`src/rtl/bananachine_pkg.sv`:
```
// Shared constants for the PSR/condition path: ALU opcodes that own flags,
// PSR bit positions, the writable-bit mask and the Bcond/Jcond encodings.
package bananachine_pkg;

  localparam int WIDTH         = 16;
  localparam int ALU_CONT_BITS = 5;

  localparam logic [4:0] OP_ADD  = 5'b00011;
  localparam logic [4:0] OP_SUB  = 5'b00100;
  localparam logic [4:0] OP_CMP  = 5'b00101;
  localparam logic [4:0] OP_ADDU = 5'b01011;

  localparam int PSR_C = 0;
  localparam int PSR_L = 2;
  localparam int PSR_F = 5;
  localparam int PSR_Z = 6;
  localparam int PSR_N = 7;

  localparam logic [15:0] PSR_MASK = 16'h00E5;

  localparam logic [15:0] OWN_ADD_SUB = (16'h1 << PSR_C) | (16'h1 << PSR_F);
  localparam logic [15:0] OWN_CMP     = (16'h1 << PSR_N) | (16'h1 << PSR_Z) |
                                        (16'h1 << PSR_L);

  typedef enum logic [3:0] {
    COND_EQ = 4'h0,
    COND_NE = 4'h1,
    COND_CS = 4'h2,
    COND_CC = 4'h3,
    COND_HI = 4'h4,
    COND_LS = 4'h5,
    COND_GT = 4'h6,
    COND_LE = 4'h7,
    COND_FS = 4'h8,
    COND_FC = 4'h9,
    COND_LO = 4'hA,
    COND_HS = 4'hB,
    COND_LT = 4'hC,
    COND_GE = 4'hD,
    COND_UC = 4'hE,
    COND_NV = 4'hF
  } cond_e;

endpackage

```
`src/rtl/psr_cond_unit_cond_eval.sv`:
```
// Combinational Bcond/Jcond evaluator: maps a 4-bit condition code and the
// five architectural flags onto a single taken/not-taken decision.
module cond_eval
  import bananachine_pkg::*;
(
  input  logic [3:0] cond,
  input  logic       flagN,
  input  logic       flagZ,
  input  logic       flagF,
  input  logic       flagL,
  input  logic       flagC,
  output logic       taken
);

  always_comb begin
    taken = 1'b0;
    case (cond_e'(cond))
      COND_EQ: taken = flagZ;
      COND_NE: taken = ~flagZ;
      COND_CS: taken = flagC;
      COND_CC: taken = ~flagC;
      COND_HI: taken = flagL;
      COND_LS: taken = ~flagL;
      COND_GT: taken = flagN;
      COND_LE: taken = ~flagN;
      COND_FS: taken = flagF;
      COND_FC: taken = ~flagF;
      COND_LO: taken = ~flagL & ~flagZ;
      COND_HS: taken = flagL | flagZ;
      COND_LT: taken = ~flagN & ~flagZ;
      COND_GE: taken = flagN | flagZ;
      COND_UC: taken = 1'b1;
      COND_NV: taken = 1'b0;
      default: taken = 1'b0;
    endcase
  end

endmodule

```
`src/rtl/psr_cond_unit.sv`:
```
// Processor status register plus branch-condition result register. Commits
// only the flags owned by the current ALU opcode; LPR overrides flag commits.
module psr_cond_unit
  import bananachine_pkg::*;
#(
  parameter int WIDTH         = 16,
  parameter int ALU_CONT_BITS = 5
) (
  input  logic                     clk,
  input  logic                     reset,
  input  logic [ALU_CONT_BITS:0]   alu_cont,
  input  logic [WIDTH-1:0]         psr_flags,
  input  logic                     flag_en,
  input  logic                     psr_we,
  input  logic [WIDTH-1:0]         psr_wdata,
  input  logic                     cond_req,
  input  logic [3:0]               cond,
  output logic [WIDTH-1:0]         psr_q,
  output logic                     cond_valid,
  output logic                     cond_taken
);

  localparam logic [WIDTH-1:0] MASK_W    = WIDTH'(PSR_MASK);
  localparam logic [WIDTH-1:0] OWN_AS_W  = WIDTH'(OWN_ADD_SUB);
  localparam logic [WIDTH-1:0] OWN_CMP_W = WIDTH'(OWN_CMP);

  logic [WIDTH-1:0] psrReg_q;
  logic [WIDTH-1:0] psr_d;
  logic [WIDTH-1:0] ownMask;
  logic             condValid_q;
  logic             condTaken_q;
  logic             takenNow;

  // Opcodes compare against the full port width, so codes with the top bit set own nothing.
  always_comb begin
    ownMask = '0;
    if (alu_cont == (ALU_CONT_BITS+1)'(OP_ADD) || alu_cont == (ALU_CONT_BITS+1)'(OP_SUB)) begin
      ownMask = OWN_AS_W;
    end else if (alu_cont == (ALU_CONT_BITS+1)'(OP_CMP)) begin
      ownMask = OWN_CMP_W;
    end
  end

  always_comb begin
    psr_d = psrReg_q;
    if (psr_we) begin
      psr_d = psr_wdata & MASK_W;
    end else if (flag_en) begin
      psr_d = ((psrReg_q & ~ownMask) | (psr_flags & ownMask)) & MASK_W;
    end
  end

  // Evaluated from the committed PSR only; a same-edge commit is deliberately not bypassed.
  cond_eval uCondEval (
    .cond  (cond),
    .flagN (psrReg_q[PSR_N]),
    .flagZ (psrReg_q[PSR_Z]),
    .flagF (psrReg_q[PSR_F]),
    .flagL (psrReg_q[PSR_L]),
    .flagC (psrReg_q[PSR_C]),
    .taken (takenNow)
  );

  always_ff @(posedge clk or posedge reset) begin
    if (reset) begin
      psrReg_q    <= '0;
      condValid_q <= 1'b0;
      condTaken_q <= 1'b0;
    end else begin
      psrReg_q    <= psr_d;
      condValid_q <= cond_req;
      if (cond_req) begin
        condTaken_q <= takenNow;
      end
    end
  end

  assign psr_q      = psrReg_q;
  assign cond_valid = condValid_q;
  assign cond_taken = condTaken_q;

endmodule

```
`config.mk`:
```
export PLATFORM = sky130hd
export DESIGN_NAME = psr_cond_unit
export DESIGN_NICKNAME = d
export VERILOG_FILES = /design/src/rtl/bananachine_pkg.sv /design/src/rtl/psr_cond_unit_cond_eval.sv /design/src/rtl/psr_cond_unit.sv
export SDC_FILE = /design/constraint.sdc
export NUM_CORES = 1
export LEC_CHECK = 0
export ABC_AREA = 1
export CAP_MARGIN = 20
export CORE_MARGIN = 3
export CORE_UTILIZATION = 50
export CTS_CLUSTER_DIAMETER = 50
export DETAILED_ROUTE_END_ITERATION = 8
export DONT_BUFFER_PORTS = 1
export GPL_ROUTABILITY_DRIVEN = 0
export PLACE_DENSITY = 0.76
export SYNTH_ARGS = -nofsm -noshare
export SYNTH_HDL_FRONTEND = slang
export SYNTH_SLANG_ARGS = --single-unit
```
`constraint.sdc`:
```
create_clock -name clk -period 2.1 [get_ports clk]
set_clock_uncertainty 0.05 [all_clocks]
set_input_delay 0.525 -clock clk [delete_from_list [all_inputs] [get_ports clk]]
set_output_delay 0.525 -clock clk [all_outputs]
set_load 0.05 [all_outputs]
```
==> results of run 1 <==
[worst register-to-register path: cells and delay by family (launching register included)]
kind | cells | cell delay (ns)
simple gates | 9 | 0.63
flops | 1 | 0.67
[kinds of logic (layout without fill, tap and decap cells)]
family / Yosys count / count (layout) / synth area share (%)
simple gates: 62 / 62 / 38.3
buf+inv: 32 / 21 / 27.0
compound gates: 13 / 13 / 9.91
flops: 7 / 7 / 24.3
other cells: 1 / 11 / 0.521
[power breakdown]
group | leakage, nW | switching, W | internal (W) | total (W)
logic | 0.278 | 0.0000903 | 0.0000316 | 0.000122
registers | 0.0873 | 0.0000521 | 0.000147 | 0.000199
clock network | 0.0150 | 0.0000456 | 0.0000723 | 0.000118
[layout make-up]
type / instances / area, um^2
inverter: 16 / 73.8
multi-input combinational: 86 / 388
timing repair buffer: 1 / 7.51
tap: 15 / 18.8
fill: 143 / 628
clock buffer: 4 / 26.3
sequential: 7 / 175
[how the worst max path moves through the flow]
stage / slack (ns) / depth (start not counted) / end / startpoint
floorplan: 0.78 / 5 / flop / alu_cont[5]
global placement: 0.67 / 7 / cond_taken / flop
detailed placement: 0.63 / 5 / flop / alu_cont[5]
CTS: 0.59 / 0 / psr_q[0] / flop
global route: 0.53 / 9 / cond_taken / flop
finish: 0.60 / 0 / psr_q[0] / flop
[layer usage]
layer  GRT usage, %  vias up  wire, um
met3           3.73        2       123
li1               -      337         -
met5              0        -         0
met2           24.1       28       650
met1           19.1      263       533
met4           9.04        0        14
[cell usage in the layout, fill, tap and decap left out]
master	count
nand2_1	36
nand3_1	13
inv_1	12
conb_1	11
o21ai_0	7
dfrtp_1	7
nor2_1	6
o21ai_1	4
clkbuf_4	3
inv_2	2
nor3_2	1
nand4_1	1
o21ai_2	1
nor2_2	1
clkinv_1	1
nand3_2	1
nor3_1	1
bufinv_8	1
a21boi_1	1
nor3b_1	1
nand3b_1	1
clkbuf_1	1
buf_4	1
[stage by stage]
stage | hold WS, ns | utilization, % | power, W
2_1_floorplan | 0.278 | - | 0.000336
3_3_place_gp | 0.294 | 50.3 | 0.000321
3_5_place_dp | 0.300 | 50.3 | 0.000324
4_1_cts | 0.0391 | 52.3 | 0.000440
5_1_grt | 0.0540 | 52.3 | 0.000460
6_report | 0.0300 | 52.3 | 0.000439
==> flow_summary.yaml, run 1 <==
yosys:
  syn_area_um2: 719
  synthCells: 115
  synth_edf_count: 0
  synthTopCellsByArea: "dfrtp_1 (24%), nand2_1 (19%), buf_4 (17%)"
  synth_commonest_cells: "nand2_1 (36), buf_4 (16), nand3_1 (13)"
  synth.top_cell.area_share_pct: 24.3
  yosysMostFrequentCell: "nand2_1"
  ys_seq_elements: 7
  avgSynthCellArea_um2: 6.26
  yosysTopAreaCell: "dfrtp_1"
  synth-async-reset-ratio_pct: 100
  synth_cell_types: 21
  ys_warn_count: 0
  ys_seq_area_share_pct: 24.3
  synth_ff_type: "dfrtp_1"
clock_network:
  cts_buffers: 3
  insertion_delay_ns: 0.25
  htree_levels: 1
  cts-resized-gates: 0
  cts-hold-fix-buffers: 0
  ctsRootBufferMaster: "clkbuf_4"
  tritoncts: "built"
  clock-sinks: 7
  clk_pin_slew_ns: 0.05
  cts_buffer_depth: 2
  cts_setup_buffers: 0
timing:
  drv_slew: 0
  fin_setup_tns_ns: 0
  tightest_slew_ns: 0.545
  hold_viol_final: 0
  layout_min_cycle_time_ns: 1.50
  setup_ws_ns: 0.600
  report.final.setup_viol: 0
  rsz0062_at_grt: "false"
  post-route-period-util_pct: 71.4
  fmaxAchievable_mhz: 667
  max_slew_margin_pct: 63.7
critical_path:
  crit_fanout: 4
  regToRegEndpoint: "cond_taken"
  reg2reg_slack_ns: 0.65
  cp-start-kind: "flop"
  end_kind: "output pin"
  ff2ff_path_depth: 9
  cp.required_ns: 1.52
  worstPathArrival_ns: 0.93
  path_class: "reg2out"
routing:
  dr.pass1.iters: 4
  first_iter_violations: 4
  ant_nets: 0
  wirelength_um: 1320
  via_per_inst: 4.88
  drc: 0
  wl_per_cell_um: 10.2
  num_vias: 630
die:
  dieArea_um2: 1930
  core_area_um2: 1320
  start_util_pct: 54.6
  num_rows: 13
  die_y_um: 43.9
  ios: 65
  fp.dieW_um: 43.9
place:
  placedCellCount: 125
  place.detailed.hpwl_um: 1160
  place_area_um2: 663
  portBuffers: 0
  place_ws_ns: 0.633
global_routing:
  grt_max_degree: 9
  track_usage_pct: 15.4
  antenna_found_initial: 0
  grt_overflow: 0
  grt_pass1_wl_um: 2260
  grt_pass1_vias: 578
cells_and_area:
  final_layout_size_suffix_gt1_share_pct: 9.65
  finalNonFillerCells: 129
  final_area_um2: 689
  antenna_cells: 0
  fin_nets: 162
  area_growth_pct: -4.17
power_and_ir_drop:
  ir_worst_vdd_mv: 0.341
  power.density_nw_per_um2: 637
  p_leak_nw: 0.380
outcome:
  status: "complete, no violations"
run:
  maxCapViolCount: 0
worst_hold_path:
  hold_path_class: "in2async"
(Power assumes the default switching activity.)
==> inputs of run 2 (changes only) <==
- PLACE_DENSITY: 0.76 -> 0.79
- clock period: 2.1 -> 1.29 ns (I/O delays scaled with it)
==> run 2 against run 1 <==
Against the previous run:
- non-clock buffer count is 6 higher
- sequential cell count stayed put
- critical endpoint is now cond_taken
- largest cell class unchanged
- sequential power is 41% higher
- via count is 8.1% higher
==> flow_summary.yaml, run 2 (same netlist as run 1, synthesis figures left out) <==
place:
  placedCellCount: 130
  place.detailed.hpwl_um: 1180
  place_area_um2: 701
  portBuffers: 0
power_and_ir_drop:
  ir_worst_vdd_mv: 0.437
  p_leak_nw: 0.409
  power.density_nw_per_um2: 1010
timing:
  fin_hold_ws_ns: 0.0444
  rsz0062_at_grt: "false"
  fmaxAchievable_mhz: 796
  drv_slew: 0
  layout_min_cycle_time_ns: 1.26
  hold_viol_final: 0
  fin_setup_tns_ns: 0
  report.final.setup_viol: 0
  post-route-period-util_pct: 97.4
global_routing:
  antenna_found_initial: 0
  grt_pass1_vias: 606
  grt_pass1_wl_um: 2420
  track_usage_pct: 16.7
  grtUsageMet1_pct: 21.0
  use_met2_pct: 25.0
  grt-busiest-layer: "met2"
  grt_max_degree: 9
  grt_overflow: 0
  use_met3_pct: 4.15
cells_and_area:
  seq_area_um2: 175
  area_growth_pct: 2.43
  multi_input_area_um2: 388
  final_layout_size_suffix_gt1_share_pct: 14.2
  finalNonFillerCells: 135
  final_area_um2: 737
  final_common_cell: "nand2_1"
  fin_nets: 168
  antenna_cells: 0
  layout_common_cells: "nand2_1 (36), nand3_1 (13), inv_1 (11), conb_1 (11)"
  fillCellCount: 130
  post-route-util_pct: 55.9
routing:
  dr.pass1.iters: 4
  wl_per_cell_um: 10.2
  via_per_inst: 5.04
  wirelength_um: 1380
  ant_nets: 0
  first_iter_violations: 19
  num_vias: 681
  drc: 0
clock_network:
  clk_pin_slew_ns: 0.05
  htree_levels: 1
  insertion_delay_ns: 0.25
  cts_setup_buffers: 0
  cts_buffers: 3
  tritoncts: "built"
  ctsRootBufferMaster: "clkbuf_4"
  cts_buffer_depth: 2
  clock-sinks: 7
critical_path:
  crit_fanout: 2
  worstPathArrival_ns: 0.88
  cp.required_ns: 0.92
  cp-start-kind: "flop"
  path_class: "reg2out"
  end_kind: "output pin"
run:
  maxCapViolCount: 0
die:
  fp.dieW_um: 43.9
  core_area_um2: 1320
  num_rows: 13
  die_y_um: 43.9
  dieArea_um2: 1930
  start_util_pct: 54.6
  ios: 65
worst_hold_path:
  hold_path_class: "in2reg"
outcome:
  status: "complete, no violations"
[run 2: cell count changes in the layout (fill, tap and decap cells not counted), sizes merged]
cell / previous run / this run
buf: 1 / 6
dlygate4sd3: 0 / 1
[run 2: path summary, 6_finish.rpt]
| kind | start | end | slack (ns) | cells after the start |
|---|---|---|---|---|
| setup reg to reg | flop | cond_taken | 0.17 | 8 |
| setup / recovery | cond_taken | cond_taken | 0.03 | 0 |
| hold reg to reg | flop | flop | 0.52 | 2 |
| min in group asynchronous | reset | asynchronous set/reset pin | 0.38 | 2 |
| hold / removal | cond_req | cond_valid | 0.04 | 0 |
| max in group asynchronous | reset | cond_valid | 0.62 | 2 |
[run 2: layout make-up]
type / instances / share of cell area [%]
Multi-Input combinational cell: 86 / 52.6
Sequential cell: 7 / 23.8
Inverter: 16 / 10.0
Timing Repair Buffer: 7 / 7.47
Clock buffer: 4 / 3.57
Tap cell: 15 / 2.55
[run 2: per-stage QoR]
stage	worst slack [ns]	total power (W)
CTS	0.0327	0.000745
floorplan	0.168	0.000547
finish	0.0339	0.000746
global placement	0.0908	0.000542
detailed placement	0.0658	0.000546
global route	0.00910	0.000782
[run 2: what timing repair did]
item / in CTS / in global routing
hold buffers: 1 / 0
resized for setup: 0 / 1
endpoints found under the hold margin: 7 / 0
endpoints found under the setup margin: 0 / 1
[run 2: per-layer routing]
metal / share of wire (%) / vias up
met4: 1.8 / 0
met3: 11 / 3
met2: 48 / 39
met5: 0 / -
met1: 38 / 291
li1: - / 348
[run 2: report_power, final]
group / internal [W] / total, W / switching (W)
logic: 0.0000695 / 0.000264 / 0.000195
clock network: 0.000118 / 0.000200 / 0.0000819
registers: 0.000240 / 0.000281 / 0.0000409
